==> config.mk <==
export PLATFORM = sky130hd
export DESIGN_NAME = dinterp_cmd_sched
export DESIGN_NICKNAME = d
export VERILOG_FILES = /design/src/rtl/dinterp_cmd_sched.sv
export SDC_FILE = /design/constraint.sdc
export NUM_CORES = 1
export LEC_CHECK = 0
export ABC_AREA = 0
export ABC_CLOCK_PERIOD_IN_PS = 3600
export CORE_UTILIZATION = 35
export CTS_CLUSTER_SIZE = 14
export DETAILED_ROUTE_END_ITERATION = 8
export PLACE_DENSITY_LB_ADDON = 0.25
export SETUP_SLACK_MARGIN = 0.15
export SLEW_MARGIN = 10
export SYNTH_ARGS = -nofsm -noshare
export SYNTH_HDL_FRONTEND = slang
export SYNTH_SLANG_ARGS = --single-unit
export TNS_END_PERCENT = 30
==> constraint.sdc <==
create_clock -name clk -period 3.6 [get_ports clk]
set_input_delay 0.54 -clock clk [delete_from_list [all_inputs] [get_ports clk]]
set_output_delay 0.54 -clock clk [all_outputs]
set_load 0.02 [all_outputs]
==> src/rtl/dinterp_cmd_sched.sv <==
// Multi-requester command scheduler for the DINTERP 32-bit command port.
// Define SCHED_RR_EN for round-robin arbitration; default is fixed priority.
module dinterp_cmd_sched #(
  parameter int NUM_REQ       = 2,
  parameter int SETTLE_CYCLES = 4,
  parameter int RD_WAIT       = 2,
  parameter int DATAWIDTH     = 16
) (
  input  logic                   clk,
  input  logic                   rst_n,
  input  logic [NUM_REQ-1:0]     REQ_VALID,
  input  logic [NUM_REQ*32-1:0]  REQ_CMD,
  output logic [NUM_REQ-1:0]     REQ_READY,
  output logic [NUM_REQ-1:0]     RSP_VALID,
  output logic [DATAWIDTH-1:0]   RSP_DATA,
  output logic [31:0]            DATA,
  output logic                   DATA_READY,
  input  logic [DATAWIDTH-1:0]   RDATA_IN,
  output logic [NUM_REQ-1:0]     GRANT,
  output logic                   BUSY
);

  localparam int GW = (NUM_REQ > 1) ? $clog2(NUM_REQ) : 1;
  localparam int CW = $clog2(SETTLE_CYCLES + RD_WAIT + 1);

  if (SETTLE_CYCLES < 4) begin : g_chk_settle
    $error("SETTLE_CYCLES must be >= 4");
  end
  if (RD_WAIT < 1) begin : g_chk_rdwait
    $error("RD_WAIT must be >= 1");
  end
  if (NUM_REQ < 2 || NUM_REQ > 4) begin : g_chk_nreq
    $error("NUM_REQ must be 2..4");
  end

  typedef enum logic [2:0] {
    IDLE, ISSUE, SETTLE, READ, DONE
  } state_t;

  state_t         state;
  logic [CW-1:0]  cnt;
  logic [GW-1:0]  sel;
  logic           found;

`ifdef SCHED_RR_EN
  logic [GW-1:0]  ptr;
`endif

  always_comb begin
    int j;
    j     = 0;
    sel   = '0;
    found = 1'b0;
    for (int k = 0; k < NUM_REQ; k++) begin
`ifdef SCHED_RR_EN
      j = int'(ptr) + k;
      if (j >= NUM_REQ) j = j - NUM_REQ;
`else
      j = k;
`endif
      if (!found && REQ_VALID[j]) begin
        found = 1'b1;
        sel   = GW'(j);
      end
    end
  end

  assign REQ_READY = (state == IDLE && found)
                   ? (NUM_REQ'(1) << sel) : '0;

  always_ff @(posedge clk or negedge rst_n) begin
    if (!rst_n) begin
      state      <= IDLE;
      cnt        <= '0;
      DATA       <= '0;
      DATA_READY <= 1'b0;
      GRANT      <= '0;
      BUSY       <= 1'b0;
      RSP_VALID  <= '0;
      RSP_DATA   <= '0;
`ifdef SCHED_RR_EN
      ptr        <= '0;
`endif
    end else begin
      unique case (state)
        IDLE: begin
          if (found) begin
            DATA       <= REQ_CMD[32*sel +: 32];
            DATA_READY <= 1'b1;
            GRANT      <= NUM_REQ'(1) << sel;
            BUSY       <= 1'b1;
            state      <= ISSUE;
`ifdef SCHED_RR_EN
            ptr <= (sel == GW'(NUM_REQ-1)) ? '0 : sel + 1'b1;
`endif
          end
        end
        ISSUE: begin
          DATA_READY <= 1'b0;
          cnt        <= '0;
          state      <= SETTLE;
        end
        SETTLE: begin
          if (cnt == CW'(SETTLE_CYCLES-1)) begin
            cnt <= '0;
            // bit31 clear marks a register read
            if (!DATA[31]) begin
              state <= READ;
            end else begin
              RSP_VALID <= GRANT;
              RSP_DATA  <= '0;
              state     <= DONE;
            end
          end else begin
            cnt <= cnt + 1'b1;
          end
        end
        READ: begin
          if (cnt == CW'(RD_WAIT-1)) begin
            RSP_DATA  <= RDATA_IN;
            RSP_VALID <= GRANT;
            state     <= DONE;
          end else begin
            cnt <= cnt + 1'b1;
          end
        end
        DONE: begin
          RSP_VALID <= '0;
          GRANT     <= '0;
          BUSY      <= 1'b0;
          state     <= IDLE;
        end
        default: state <= IDLE;
      endcase
    end
  end

endmodule

==> qor.csv <==
metric,value,unit
maxSlewHeadroom,29.8,%
drt_first_iter_violations,65,
first_pass_iters,4,
synth_nets,301,
clock_latency,340,ps
fin_nets,437,
crit_type,reg2out,
cts_setup_buffers,0,
ant_nets,0,
overflow,0,
grt_pass1_vias,2237,
layout_common_cells,"138 x clkdlybuf4s50_1, 60 x dfrtp_1, 33 x and2_1",
antenna_cells,0,
period_share,74.6,%
htree_levels,3,
num_vias,2283,
die_height,88.6,um
worstPathRequired,3060,ps
netlist_area,2620,um2
drc,0,
power-per-cell-area,812,nW/um2
critPathSlowestCell,clkdlybuf4s50_1,
netlist_instances,213,
wl_per_cell,16.5,um
async_reset_ff_share,100,%
synth_top_cell_area_share,57.2,%
met3_usage,6.16,%
ff2ff_setup_slack,1520,ps
fmax,373,MHz
dieArea,7850,um2
r2r_start,cnt[0]$_DFFE_PN0P_,
start_util,36.2,%
numPortBuffers,139,
antenna_found_initial,0,
setup_tns,0,ps
p_leak,1.82,nW
hpwl,5.21,mm
synth_fa_ha_area_share,1.91,%
finalSetupViolCount,0,
drv_slew,0,
grt.met1_usage,23.2,%
synth_top_area_cell,dfrtp_1,
hold_buffers,0,
grt_pass1_wl,10.9,mm
final_common_cell,clkdlybuf4s50_1,
vdd_drop_max,0.338,mV
syn2layout_area_growth,62.0,%
fp.dieW,88.6,um
clk_path_buf_depth,2,
finalNonFillerCells,452,
yosysSeqAreaShare,57.2,%
placed_area,4060,um2
yosysWarnings,0,
synth_compound_area_share,22.0,%
synth.distinct_cells,31,
synth_area_leaders,"dfrtp_1 57%, a221o_1 12%, and2_1 7.9%",
rows,31,
arrival,2140,ps
core,7250,um2
status,completed,
routabilityCongestion,0.797,
slowest_delay,630,ps
avgSynthCellArea,12.3,um2
cp_cell_sequence,nor2_1 > nand2_1 > nor2_2 > clkdlybuf4s50_1,
cap_violations,0,
wl,7.47,mm
synth_top_family_by_area,compound AO/OA/AOI/OAI gates,
synth_edf_count,0,
design_area,4250,um2
grt_usage,18.7,%
synth-xor-area-share,0,%
synthFlopType,dfrtp_1,
max_slew.worst_pin.slew,1050,ps
ys_seq_elements,60,
viasPerCell,5.05,
crit_start,state[0]$_DFFE_PN0P_,
end_kind,primary output,
hold_path_class,in2async,
synthMuxAreaShare,0.381,%
hold_viol,0,
cts-root-buf,clkbuf_8,
ios,140,
drive_above_1_share,7.37,%
busiest_layer,met2,
power.total,3.45,mW
clk_pin_slew,70,ps
cp-start-kind,flop,
dp_cells,437,
crit_path_max_fanout,17,
cts_resized,0,
skew,8.35,ps
grt_max_degree,48,
rsz0062_at_grt,no,
synthSimpleGateAreaFrac,13.6,%
use_met2,29.9,%
cts.sinks,60,
cts_inserted_buffers,9,
tritoncts,done,
min_period,2680,ps
[synthesized netlist by cell type, types with 2 or more instances]
cell       n
dfrtp_1   60
and2_1    33
ha_1       4
clkbuf_1   6
inv_1      3
o21ai_0    4
nand2b_1   2
a21oi_1    7
a221o_1   32
nor3_1     3
a22o_1    18
nor2b_1    2
buf_2      5
nor2_1    11
nand2_1    3
buf_6      5
[per-stage QoR]
| stage | hold slack, ps | utilization, % | setup WS [ps] |
|---|---|---|---|
| final | 393 | 58.6 | 916 |
| after global routing | 467 | 58.6 | 781 |
| after CTS | 421 | 58.6 | 898 |
| after detailed placement | 491 | 56.0 | 966 |
| after global placement | 488 | 56.0 | 982 |
| after floorplan | 244 | - | 1720 |
[cells by family (layout without fill, tap and decap cells)]
family	count (synthesis)	count (layout)
buffers and inverters	21	161
AO/OA/AOI/OAI	67	67
flip-flops	60	60
AND/OR/NAND/NOR	60	60
adder cells (fa/ha/maj)	4	4
multiplexers	1	1
[worst max-delay path, delay by kind of cell (launching register included)]
family                 cells  cell delay (ps)
and+or+nand+nor            3              590
buffers and inverters      1              630
DFF                        1              580
[sequential cells by signal (all words and copies together), names as in the netlist]
signal	count
RSP_DATA	16
GRANT	2
RSP_VALID	2
state	3
DATA_READY	1
cnt	3
DATA	32
BUSY	1
[metal layers]
layer | up-vias | part of all wire (%)
li1 | 1062 | -
met1 | 1109 | 43
met2 | 98 | 47
met3 | 14 | 8.9
met4 | 0 | 1.9
met5 | - | 0
[area by class of cell]
cell class,count,area (um2)
Sequential cell,60,1500
Fill cell,617,3000
Inverter,4,15.0
Tap cell,99,124
Clock buffer,10,138
Timing Repair Buffer,142,1410
Multi-Input combinational cell,132,1010
Clock inverter,5,52.6
[power breakdown]
part / switching [mW] / internal (mW) / total (mW)
sequential: 0.231 / 0.963 / 1.19
combinational: 0.800 / 0.865 / 1.67
clock: 0.264 / 0.331 / 0.595
[worst paths after layout]
kind / endpoint / cells past startpoint
worst max-delay path: REQ_READY[1] / 4
worst min-delay path: DATA[18]$_DFFE_PN0P_ / 1
worst max register to register: RSP_VALID[1]$_DFFE_PN0P_ / 7
worst min register to register: RSP_DATA[2]$_DFFE_PN0P_ / 1
max in group asynchronous: RSP_DATA[15]$_DFFE_PN0P_ / 2
min in group clk: RSP_DATA[2]$_DFFE_PN0P_ / 1
Power figures use the tool's default switching activity.
